### config.mk
export PLATFORM = sky130hd
export DESIGN_NAME = cic_sample_fifo
export DESIGN_NICKNAME = d
export VERILOG_FILES = /design/src/rtl/cic_sample_fifo.sv
export SDC_FILE = /design/constraint.sdc
export NUM_CORES = 1
export LEC_CHECK = 0
export ABC_AREA = 0
export BUFFER_PORTS_ARGS = -buffer_cell sky130_fd_sc_hd__buf_4
export CAP_MARGIN = 10
export CELL_PAD_IN_SITES_DETAIL_PLACEMENT = 0
export CELL_PAD_IN_SITES_GLOBAL_PLACEMENT = 1
export CORE_MARGIN = 8
export CORE_UTILIZATION = 45
export CTS_CLUSTER_DIAMETER = 120
export CTS_CLUSTER_SIZE = 20
export DETAILED_ROUTE_END_ITERATION = 10
export PLACE_DENSITY_LB_ADDON = 0.2
export SETUP_SLACK_MARGIN = 0.5
export SYNTH_ARGS = -nofsm -noshare
export SYNTH_HDL_FRONTEND = slang
export SYNTH_SLANG_ARGS = --single-unit
### constraint.sdc
create_clock -name i_clk -period 5.31 [get_ports i_clk]
set_input_delay 0.7965 -clock i_clk [delete_from_list [all_inputs] [get_ports i_clk]]
set_output_delay 0.7965 -clock i_clk [all_outputs]
set_load 0.01 [all_outputs]
### src/rtl/cic_sample_fifo.sv
// Sample buffer behind the cic decimator: captures one word per rising edge of the
// decimated clock and hands words to the readout stage over valid/ready.
module cic_sample_fifo #(
  parameter int DATA_WIDTH = 8,
  parameter int ADDR_BITS  = 3
) (
  input  logic                  i_clk,
  input  logic                  i_rst_n,
  input  logic                  i_en,
  input  logic                  i_s_clk,
  input  logic [DATA_WIDTH-1:0] i_data,
  output logic [DATA_WIDTH-1:0] o_data,
  output logic                  o_valid,
  input  logic                  i_ready,
  output logic [ADDR_BITS:0]    o_level,
  output logic                  o_overflow,
  input  logic                  i_clr_ovf
);

  localparam int DEPTH = 2 ** ADDR_BITS;
  localparam logic [ADDR_BITS:0] FULL_LEVEL = DEPTH[ADDR_BITS:0];

  logic [DATA_WIDTH-1:0] mem [DEPTH];
  logic [ADDR_BITS:0]    wr_ptr;
  logic [ADDR_BITS:0]    rd_ptr;
  logic                  s_clk_d;

  logic s_edge;
  logic wr_req;
  logic rd;
  logic full;
  logic wr_ok;
  logic drop;

  assign s_edge  = i_s_clk & ~s_clk_d;
  assign wr_req  = s_edge & i_en;
  assign o_level = wr_ptr - rd_ptr;
  assign o_valid = (o_level != '0);
  assign rd      = o_valid & i_ready;
  assign full    = (o_level == FULL_LEVEL);
  // A full FIFO still accepts a write when the head is popped in the same cycle.
  assign wr_ok   = wr_req & (~full | rd);
  assign drop    = wr_req & full & ~rd;

  // Gate the head so the output reads zero while empty (including out of reset).
  assign o_data  = o_valid ? mem[rd_ptr[ADDR_BITS-1:0]] : '0;

  always_ff @(posedge i_clk or negedge i_rst_n) begin
    if (!i_rst_n) begin
      s_clk_d    <= 1'b1;
      wr_ptr     <= '0;
      rd_ptr     <= '0;
      o_overflow <= 1'b0;
    end else begin
      s_clk_d <= i_s_clk;
      if (wr_ok) wr_ptr <= wr_ptr + 1'b1;
      if (rd)    rd_ptr <= rd_ptr + 1'b1;
      if (drop)
        o_overflow <= 1'b1;
      else if (i_clr_ovf)
        o_overflow <= 1'b0;
    end
  end

  always_ff @(posedge i_clk) begin
    if (wr_ok) mem[wr_ptr[ADDR_BITS-1:0]] <= i_data;
  end

endmodule

==> impl_metrics.json <==
{
  "reg2reg_depth": 7,
  "share_clk_of_total_power_pct": 21.8,
  "initial_core_utilization_pct": 46.3,
  "post_synth_num_cell_types": 37,
  "cts.sink_count": 74,
  "ioPinCount": 28,
  "final.setup.tns_ns": 0,
  "synth_edf_count": 64,
  "insertion_delay_ns": 0.33,
  "timing.critical_path.fanout_max": 20,
  "postSynthRegisterBits": 74,
  "synth_async_sr_flop_share_pct": 13.5,
  "critPathKind": "flip-flop to primary output",
  "cts_buffer_depth": 2,
  "mappedNetlistArea_mm2": 0.00313,
  "num_rows": 30,
  "final_hold_viol_count": 0,
  "grt_start_max_net_pins": 21,
  "max_slew.worst_pin.slew_ns": 0.966,
  "run_status": "completed",
  "fp.dieW_um": 99.4,
  "ff2ff_setup_slack_ns": 1.96,
  "syn_inst": 181,
  "cts_tree": "yes",
  "switching_share_pct": 35.6,
  "firstDrtPassIters": 5,
  "instances_no_fill": 306,
  "die_ht_um": 99.4,
  "cap_violations": 0,
  "synth.yosys.seq_area_share_pct": 69.5,
  "synth_fp_nets": 201,
  "cts.repair.resized": 0,
  "yosysWarningCount": 0,
  "min-delay-path-class": "input port to asynchronous set/reset pin",
  "finalNetCount": 241,
  "cts_hold_buffers": 0,
  "synth.avg_cell_area_um2": 17.3,
  "synth.largest_area_cell": "edfxtp_1",
  "drtIter0Drc": 79,
  "setup_violations": 0,
  "synth_flop_cell": "edfxtp_1",
  "number_of_drc_violations_after_detailed_routing": 0,
  "power_frac_seq_pct": 36.0,
  "switching_power_w": 0.000770,
  "place_inst": 290,
  "rsz0062_at_grt": "false",
  "n_antenna_cell": 0,
  "critical_path.endpoint_type": "primary output",
  "via_count_of_the_first_global_routing_pass": 1781,
  "power.density_cell_area_mw_per_mm2": 586,
  "power.leakage_nw": 1.33,
  "drv_slew": 0,
  "cts.reportedPaths.clkPinSlew_ns": 0.08,
  "grt_first_pass_wirelength_um": 9410,
  "cp_data_required_time_ns": 4.51,
  "core_mm2": 0.00676,
  "p_comb_share_pct": 42.3,
  "hold_ws_ns": 0.276,
  "detailed_place_hpwl_um": 3900,
  "worstReg2RegStart": "rd_ptr[1]",
  "cts_setup_buffers": 0,
  "clockRootBuffer": "clkbuf_8",
  "fin_crit_ns": 3.93,
  "crit_path_start_kind": "flip-flop",
  "dieArea_mm2": 0.00988,
  "routedWlPerCell_um": 19.4,
  "max_freq_mhz": 254,
  "post-route-period-util_pct": 74.0,
  "post-synth-top-area-fraction_pct": 61.4,
  "numCtsBuffers": 9,
  "internal_power_w": 0.00139,
  "fin_skew_ns": 0.00711,
  "utilization_pct": 54.5,
  "critical_path_arrival_ns": 3.13,
  "route.final.wire_length_um": 5930,
  "slew-limit-headroom_pct": 35.3,
  "dr_total_vias": 1676,
  "reg_to_reg_critical_path_endpoint": "mem[7][1]",
  "numPortBuffers": 27,
  "ant_nets": 0,
  "grt_overflow": 0,
  "globalplace.congestion": 0.739,
  "antenna_found_initial": 0,
  "vias_per_inst": 5.48,
  "netlist_top_cells_area": "edfxtp_1 (61%), mux4_2 (12%), dfrtp_1 (7.2%), nand2_1 (2.2%), ha_1 (2.0%)",
  "drive_gt1_share_pct": 34.5,
  "syn2layout_area_growth_pct": 17.8,
  "grt_usage_pct": 12.8,
  "peakVddDrop_uv": 273,
  "cts-htree-levels": 3
}
[sequential cells by signal, indices dropped and copies added (netlist names)]
register / flops
mem: 64
wr_ptr: 4
rd_ptr: 4
o_overflow: 1
s_clk_d: 1
[synth_stat cells (all sizes together) (2+ instances only)]
| cell | n |
|---|---|
| mux4 | 16 |
| xor2 | 2 |
| ha | 5 |
| nor3 | 4 |
| xnor2 | 6 |
| a21oi | 11 |
| inv | 10 |
| dfrtp | 9 |
| buf | 5 |
| clkbuf | 2 |
| nor2 | 4 |
| mux2 | 2 |
| nor4 | 7 |
| edfxtp | 64 |
| o21ai | 2 |
| nand2 | 18 |
| nand4 | 2 |
[cells by family (layout without fill, tap and decap cells)]
kind of cell	Yosys count	count (layout)	synth area share, %
compound gates	17	17	3.72
xor+xnor	8	8	2.24
fa+ha+maj	6	6	2.64
buf+inv	17	62	2.24
flops	74	74	69.5
mux	18	18	12.4
simple gates	41	41	7.36
[cells in the final DEF (no fill, tap or decap), types with 3 or more instances in the layout]
cell | netlist | routed
mux4_2 | 16 | 16
nor4_1 | 7 | 7
buf_4 | 1 | 36
nor2_1 | 3 | 3
edfxtp_1 | 64 | 64
dfrtp_1 | 9 | 9
inv_1 | 8 | 8
nand2_1 | 18 | 18
xnor2_1 | 6 | 6
nor3_1 | 3 | 3
clkbuf_8 | 0 | 9
ha_1 | 5 | 5
a21oi_1 | 10 | 10
[final cells by class]
type	instances	area, um2
multi-input cells	90	886
fillers	558	3070
inverters	10	37.5
clock buffers	10	128
repair buffers	36	270
well taps	80	100
flip-flops and latches	74	2170
clock inverters	6	90.1
[how the worst max path moves through the flow]
stage          cells past startpoint  startpoint   endpoint
3_5_place_dp                       7   rd_ptr[1]  o_data[6]
4_1_cts                            7   rd_ptr[1]  o_data[6]
3_3_place_gp                       7   rd_ptr[1]  o_data[6]
6_report                           7   rd_ptr[1]  o_data[6]
5_1_grt                            7   rd_ptr[1]  o_data[6]
2_1_floorplan                      9   rd_ptr[1]  mem[0][0]
[critical path, stage by stage, from the launching register on]
cell and delay, ns:
dfrtp_1 0.91, inv_1 0.19, fa_1 0.44, xor2_1 0.18
or3_4 0.37, nor3_4 0.42, a21oi_1 0.10, buf_4 0.17
[power groups by stage]
stage	combinational [W]	sequential, W	clock, W
after CTS	0.000932	0.000778	0.000482
after floorplan	0.000660	0.000726	0
after global routing	0.00101	0.000786	0.000507
after global placement	0.000912	0.000787	0
after detailed placement	0.000928	0.000791	0
final	0.000913	0.000777	0.000470
[through the flow]
| stage | worst slack, ns | instance area [um2] | power (W) |
|---|---|---|---|
| 3_3_place_gp | 1.69 | 3470 | 0.00170 |
| 4_1_cts | 1.29 | 3680 | 0.00219 |
| 6_report | 1.38 | 3680 | 0.00216 |
| 2_1_floorplan | 2.00 | 3130 | 0.00139 |
| 5_1_grt | 1.17 | 3680 | 0.00230 |
| 3_5_place_dp | 1.67 | 3470 | 0.00172 |
[metal layers]
metal / wire, um / vias to the layer above / track usage [%]
met5: 0 / - / 0
met4: 71 / 0 / 4.89
met3: 291 / 8 / 3.70
met2: 2870 / 39 / 20.8
met1: 2700 / 842 / 15.8
li1: - / 787 / -
Note: power is estimated with default switching activity, not from simulation.
